File: src/rtl/fetch_sequencer_pkg.sv
// Shared constants and types for the fetch stage and instruction memory.
// INT_* codes are the injection encodings seen by instruction_memory on INT_counter.
package fetch_sequencer_pkg;

  localparam logic [2:0] INT_IDLE    = 3'd0;
  localparam logic [2:0] INT_PC_HIGH = 3'd1;
  localparam logic [2:0] INT_PC_LOW  = 3'd2;
  localparam logic [2:0] INT_FLAGS   = 3'd3;
  localparam logic [2:0] INT_WAIT    = 3'd4;

  // Strobes from the interrupt sequencer to the PC register logic.
  typedef struct packed {
    logic hold_pc;        // states 3 and 2: PC frozen
    logic load_vector;    // state 1: PC takes the ISR vector
    logic capture_saved;  // entering state 3: latch the resume address
    logic in_service;     // states 3/2/1: late redirects retarget saved_pc
  } pc_ctrl_t;

endpackage

File: src/rtl/fetch_sequencer_int_sequencer.sv
// Interrupt injection sequencer: owns int_pending, INT_counter and int_ack,
// and tells the PC register what to do each cycle.
module fetch_sequencer_int_sequencer
  import fetch_sequencer_pkg::*;
(
  input  logic       clk,
  input  logic       rst,
  input  logic       stall,
  input  logic       int_req,
  input  logic       two_word,
  output logic [2:0] int_counter,
  output logic       int_ack,
  output pc_ctrl_t   pc_ctrl
);

  logic [2:0] cnt_q, cnt_d;
  logic       pend_q, pend_d;
  logic       ack_q, ack_d;
  logic       int_hit;

  assign int_hit = pend_q | int_req;

  always_comb begin
    // NOTE: every combinational output gets a default first so no path leaves it unassigned (no latch).
    cnt_d   = cnt_q;
    pend_d  = pend_q;
    ack_d   = 1'b0;
    pc_ctrl = '0;

    if (stall) begin
      // A request arriving during a freeze is remembered, not lost.
      if (cnt_q == INT_IDLE && int_req) pend_d = 1'b1;
    end else begin
      case (cnt_q)
        INT_IDLE: begin
          if (int_hit) begin
            if (two_word) begin
              // Let the operand word be fetched before injecting.
              cnt_d  = INT_WAIT;
              pend_d = 1'b1;
            end else begin
              cnt_d                 = INT_FLAGS;
              pend_d                = 1'b0;
              pc_ctrl.capture_saved = 1'b1;
            end
          end
        end
        INT_WAIT: begin
          cnt_d                 = INT_FLAGS;
          pend_d                = 1'b0;
          pc_ctrl.capture_saved = 1'b1;
        end
        INT_FLAGS: begin
          cnt_d              = INT_PC_LOW;
          pc_ctrl.hold_pc    = 1'b1;
          pc_ctrl.in_service = 1'b1;
        end
        INT_PC_LOW: begin
          cnt_d              = INT_PC_HIGH;
          pc_ctrl.hold_pc    = 1'b1;
          pc_ctrl.in_service = 1'b1;
        end
        INT_PC_HIGH: begin
          cnt_d               = INT_IDLE;
          ack_d               = 1'b1;
          pc_ctrl.load_vector = 1'b1;
          pc_ctrl.in_service  = 1'b1;
        end
        default: cnt_d = INT_IDLE;
      endcase
    end
  end

  // NOTE: state updates use non-blocking assignments; reset is synchronous so it sits inside the clocked block.
  always_ff @(posedge clk) begin
    if (rst) begin
      cnt_q  <= INT_IDLE;
      pend_q <= 1'b0;
      ack_q  <= 1'b0;
    end else begin
      cnt_q  <= cnt_d;
      pend_q <= pend_d;
      ack_q  <= ack_d;
    end
  end

  assign int_counter = cnt_q;
  assign int_ack     = ack_q;

endmodule

File: src/rtl/fetch_sequencer.sv
// Fetch-stage PC register with interrupt injection; drives pc and INT_counter
// of instruction_memory and publishes the resume address for push-PC words.
module fetch_sequencer
  import fetch_sequencer_pkg::*;
#(
  parameter int                    pc_width   = 32,
  parameter logic [pc_width-1:0]   RESET_PC   = '0,
  parameter logic [pc_width-1:0]   INT_VECTOR = pc_width'(1)
) (
  input  logic                clk,
  input  logic                rst,
  input  logic                stall,
  input  logic                int_req,
  input  logic                two_word,
  input  logic                redirect_en,
  input  logic [pc_width-1:0] redirect_pc,
  output logic [pc_width-1:0] pc,
  output logic [2:0]          INT_counter,
  output logic [pc_width-1:0] saved_pc,
  output logic                int_ack
);

  logic [pc_width-1:0] pc_q, pc_d;
  logic [pc_width-1:0] saved_pc_q, saved_pc_d;
  logic [pc_width-1:0] next_pc;
  pc_ctrl_t            pc_ctrl;

  fetch_sequencer_int_sequencer u_int_sequencer (
    .clk         (clk),
    .rst         (rst),
    .stall       (stall),
    .int_req     (int_req),
    .two_word    (two_word),
    .int_counter (INT_counter),
    .int_ack     (int_ack),
    .pc_ctrl     (pc_ctrl)
  );

  // Increment wraps naturally at pc_width bits.
  assign next_pc = redirect_en ? redirect_pc : pc_q + pc_width'(1);

  always_comb begin
    pc_d       = pc_q;
    saved_pc_d = saved_pc_q;
    if (!stall) begin
      if (pc_ctrl.load_vector)   pc_d = INT_VECTOR;
      else if (!pc_ctrl.hold_pc) pc_d = next_pc;

      // A branch resolving during injection corrects where the ISR will return.
      if (pc_ctrl.capture_saved)                  saved_pc_d = next_pc;
      else if (pc_ctrl.in_service && redirect_en) saved_pc_d = redirect_pc;
    end
  end

  always_ff @(posedge clk) begin
    if (rst) begin
      pc_q       <= RESET_PC;
      saved_pc_q <= '0;
    end else begin
      pc_q       <= pc_d;
      saved_pc_q <= saved_pc_d;
    end
  end

  assign pc       = pc_q;
  assign saved_pc = saved_pc_q;

endmodule

File: config.mk
export PLATFORM = sky130hd
export DESIGN_NAME = fetch_sequencer
export DESIGN_NICKNAME = d
export VERILOG_FILES = /design/src/rtl/fetch_sequencer_pkg.sv /design/src/rtl/fetch_sequencer_int_sequencer.sv /design/src/rtl/fetch_sequencer.sv
export SDC_FILE = /design/constraint.sdc
export NUM_CORES = 1
export LEC_CHECK = 0
export CORE_MARGIN = 1.5
export CORE_UTILIZATION = 30
export DETAILED_ROUTE_END_ITERATION = 10
export HOLD_SLACK_MARGIN = 0.03
export MAX_ROUTING_LAYER = met4
export SETUP_SLACK_MARGIN = 0.5
export SLEW_MARGIN = 25
export SYNTH_ARGS = -nofsm -noshare
export SYNTH_HDL_FRONTEND = slang
export SYNTH_SLANG_ARGS = --single-unit
export TNS_END_PERCENT = 100
File: constraint.sdc
create_clock -name clk -period 2.2 [get_ports clk]
set_input_delay 0.44 -clock clk [delete_from_list [all_inputs] [get_ports clk]]
set_output_delay 0.44 -clock clk [all_outputs]
set_load 0.02 [all_outputs]
==> insert_results.sql <==
INSERT INTO impl_metrics (metric_group, metric, value, unit) VALUES
('clock_network', 'tritoncts.num_buffers', '9', ''),
('synthesis', 'yosys_register_bits', '69', ''),
('drt', 'dr.pass1.iters', '5', ''),
('drt', 'vias_per_cell', '5.48', ''),
('drt', 'drt.antenna.violating_nets', '0', ''),
('worst_setup_path', 'worstSetupEndpointType', 'flop', ''),
('sta', 'setup_total_negative_slack', '0', 'ps'),
('clock_network', 'clock_tree.htree_level_count', '3', ''),
('drt', 'routed_wirelength', '14200', 'microns'),
('worst_setup_path', 'path_class', 'flop to flop', ''),
('synthesis', 'synth_most_common_cell', 'sky130_fd_sc_hd__dfxtp_1', ''),
('synthesis', 'cell_type_contributing_the_most_total_cell_area_after_synthesis', 'sky130_fd_sc_hd__dfxtp_1', ''),
('clock_network', 'register_clock_pin_slew_on_the_reported_worst_setup_and_hold_paths', '60', 'ps'),
('place', 'dp_hpwl', '9410', 'microns'),
('synthesis', 'yosys_warnings', '0', ''),
('synthesis', 'syn-instance-count', '457', ''),
('synthesis', 'synth.lib_cells_used.distinct', '61', ''),
('power_and_ir_drop', 'leakagePower', '2.55', 'nW'),
('synthesis', 'synth_area_per_cell', '8.23', 'sq um'),
('power_and_ir_drop', 'worst_ir_drop_vdd', '0.000392', 'V'),
('floorplanning', 'design.die.area', '0.0132', 'sq mm'),
('synthesis', 'synthTopCellsByArea', 'sky130_fd_sc_hd__dfxtp_1 37%, sky130_fd_sc_hd__nand2_1 4.1%, sky130_fd_sc_hd__o21ai_0 4.0%', ''),
('global_route', 'grt_max_degree', '45', ''),
('sta', 'final.setup_skew', '6.48', 'ps'),
('sta', 'fin_crit', '1950', 'ps'),
('place', 'dp.cells', '729', ''),
('min_path', 'timing.hold.worst.class', 'primary input to flop', ''),
('cells_and_area', 'nNetsFinal', '647', ''),
('sta', 'timing.final.max_slew_violations', '0', ''),
('sta', 'maxClockFrequency', '0.512', 'GHz'),
('cells_and_area', 'antenna-diode-count', '0', ''),
('worst_setup_path', 'path_max_fanout', '5', ''),
('global_route', 'grt_remaining_overflow', '0', ''),
('synthesis', 'ys_dominant_reg_cell', 'sky130_fd_sc_hd__dfxtp_1', ''),
('power_and_ir_drop', 'pwr_density_cell', '628', 'mW/mm^2'),
('synthesis', 'syn_nets', '496', ''),
('drt', 'detail_route.iter0.violations', '189', ''),
('clock_network', 'cts-hold-fix-buffers', '0', ''),
('clock_network', 'clock_path_buffers', '2', ''),
('worst_setup_path', 'max_stage_delay', '380', 'ps'),
('global_route', 'antenna_found_initial', '0', ''),
('worst_setup_path', 'cp.arrival', '2240', 'ps'),
('worst_setup_path', 'crit_path_start_kind', 'flop', ''),
('place', 'gp_congestion', '0.909', ''),
('floorplanning', 'die_w', '115', 'microns'),
('worst_setup_path', 'crit_required', '2480', 'ps'),
('sta', 'report.final.hold_viol_count', '0', ''),
('clock_network', 'ctsRootBufferMaster', 'sky130_fd_sc_hd__clkbuf_16', ''),
('power_and_ir_drop', 'total_power', '3.94', 'mW'),
('cells_and_area', 'post_route_cells_drive_above_1_share', '31.2', '%'),
('synthesis', 'post-synth-top-area-fraction', '36.7', '%'),
('floorplanning', 'top_level_ports', '106', ''),
('global_route', 'globalRouteTotalUtil', '21.9', '%'),
('floorplanning', 'core_region_area', '0.0121', 'sq mm'),
('clock_network', 'clkLatencyLatePin', '340', 'ps'),
('sta', 'setup-violations-final', '0', ''),
('sta', 'worst-slew-pin-transition', '565', 'ps'),
('drt', 'remaining_drc_errors', '0', ''),
('global_route', 'grt_pass1_wl', '22000', 'microns'),
('worst_setup_path', 'critPathSlowestCell', 'sky130_fd_sc_hd__or3_4', ''),
('floorplanning', 'chipHeight', '115', 'microns'),
('drt', 'wire_per_inst', '18.2', 'microns'),
('synthesis', 'synth_sequential_area_ratio', '36.7', '%'),
('worst_setup_path', 'crit_chain', 'ha_4, nand4_1, buf_6, or3_4, o31a_1, o21ai_2, a32o_1', ''),
('status', 'status', 'complete, no violations', ''),
('floorplanning', 'core.rowCount', '40', ''),
('clock_network', 'cts_sinks', '69', ''),
('synthesis', 'number_of_flops_mapped_to_enable_cells_by_yosys', '0', ''),
('drt', 'via_count', '4279', ''),
('sta', 'timing.slew.headroom', '62.4', '%'),
('place', 'place.port_buffers', '105', '');
==> metal layers <==
layer  part of all wire [%]  wire length [microns]  vias up  global-route usage [%]
li1                       -                      -     2032                       -
met4                    1.5                    208        0                    7.98
met2                     49                   6920      143                    35.7
met3                    5.9                    845       17                    4.64
met5                      0                      0        -                       -
met1                     44                   6240     2087                    26.7
==> what timing repair did <==
item,CTS,global route
hold endpoints to repair,0,0
pin swaps,26,26
endpoints found under the setup margin,119,61
resized for setup,120,48
setup buffers,25,8
gates cloned,2,1
==> flip-flops by register name, summed over array words and instances (netlist names) <==
| name | cells |
|---|---|
| pc | 32 |
| saved_pc | 32 |
| u_int_sequencer.int_ack | 1 |
| u_int_sequencer.int_counter | 3 |
| u_int_sequencer.pend_q | 1 |
==> final timing paths <==
check	from	to	slack, ps	depth (start not counted)
max	pc[0]$_SDFFE_PP0P_	pc[30]$_SDFFE_PP0P_	250	7
min	two_word	u_int_sequencer.int_counter[2]$_SDFFE_PP0P_	450	3
min reg2reg	saved_pc[11]$_SDFFE_PP0P_	saved_pc[11]$_SDFFE_PP0P_	470	2
max reg2reg	pc[0]$_SDFFE_PP0P_	pc[30]$_SDFFE_PP0P_	250	7
==> final cells by class <==
class	count	area, sq um
flip-flops and latches	69	1460
clock buffers	12	279
clock inverters	4	50.0
fillers	1141	5840
multi-input cells	343	2650
repair buffers	176	1590
inverters	9	33.8
well taps	168	210
==> logic make-up (layout without fill, tap and decap cells) <==
group	after synthesis	in the layout	share of synthesized area (%)
multiplexers	14	14	3.79
buffers and inverters	46	201	5.29
XOR/XNOR	11	11	2.56
AO/OA/AOI/OAI	154	154	28.2
flip-flops	69	69	36.7
adder cells (fa/ha/maj)	1	1	0.333
AND/OR/NAND/NOR	162	163	23.1
==> cells in the final DEF (no fill, tap or decap), drive strengths merged, types with 5 or more instances in the layout <==
| cell | synthesis | final |
|---|---|---|
| dlygate4sd2 | 0 | 67 |
| a211oi | 15 | 15 |
| nor2b | 7 | 7 |
| dfxtp | 69 | 69 |
| o21a | 5 | 5 |
| mux2i | 12 | 12 |
| nand4 | 8 | 8 |
| buf | 10 | 72 |
| a22oi | 17 | 17 |
| xnor2 | 7 | 7 |
| o22ai | 7 | 7 |
| o31a | 7 | 7 |
| o21ai | 35 | 35 |
| clkdlybuf4s50 | 0 | 33 |
| or3 | 6 | 6 |
| clkbuf | 27 | 13 |
| a21oi | 20 | 20 |
| or4 | 5 | 6 |
| inv | 9 | 10 |
| nor3 | 18 | 18 |
| nand2b | 14 | 14 |
| o31ai | 10 | 10 |
| nand2 | 41 | 41 |
| nor4 | 12 | 12 |
| nor2 | 22 | 22 |
| nand3 | 14 | 14 |
==> critical path: cells and delay by family, from the launching register on <==
| kind | cells | cell delay, ps |
|---|---|---|
| flops | 1 | 370 |
| simple gates | 2 | 550 |
| compound gates | 3 | 640 |
| buf+inv | 1 | 190 |
| fa+ha+maj | 1 | 140 |
==> report_power, final <==
part           internal (mW)  switching, mW  leakage, nW
registers               1.35          0.104        0.581
clock network           1.02          0.571        0.163
logic                  0.406          0.493         1.81
==> stage by stage <==
step | util, % | setup WS (ps) | cell area (sq um)
floorplan | - | 210 | 4000
global placement | 43.9 | 13.6 | 5310
detailed placement | 43.9 | 11.6 | 5310
CTS | 49.5 | 266 | 6000
global route | 51.8 | 203 | 6270
finish | 51.8 | 246 | 6270
No activity file was read; power rests on OpenSTA's default activity.
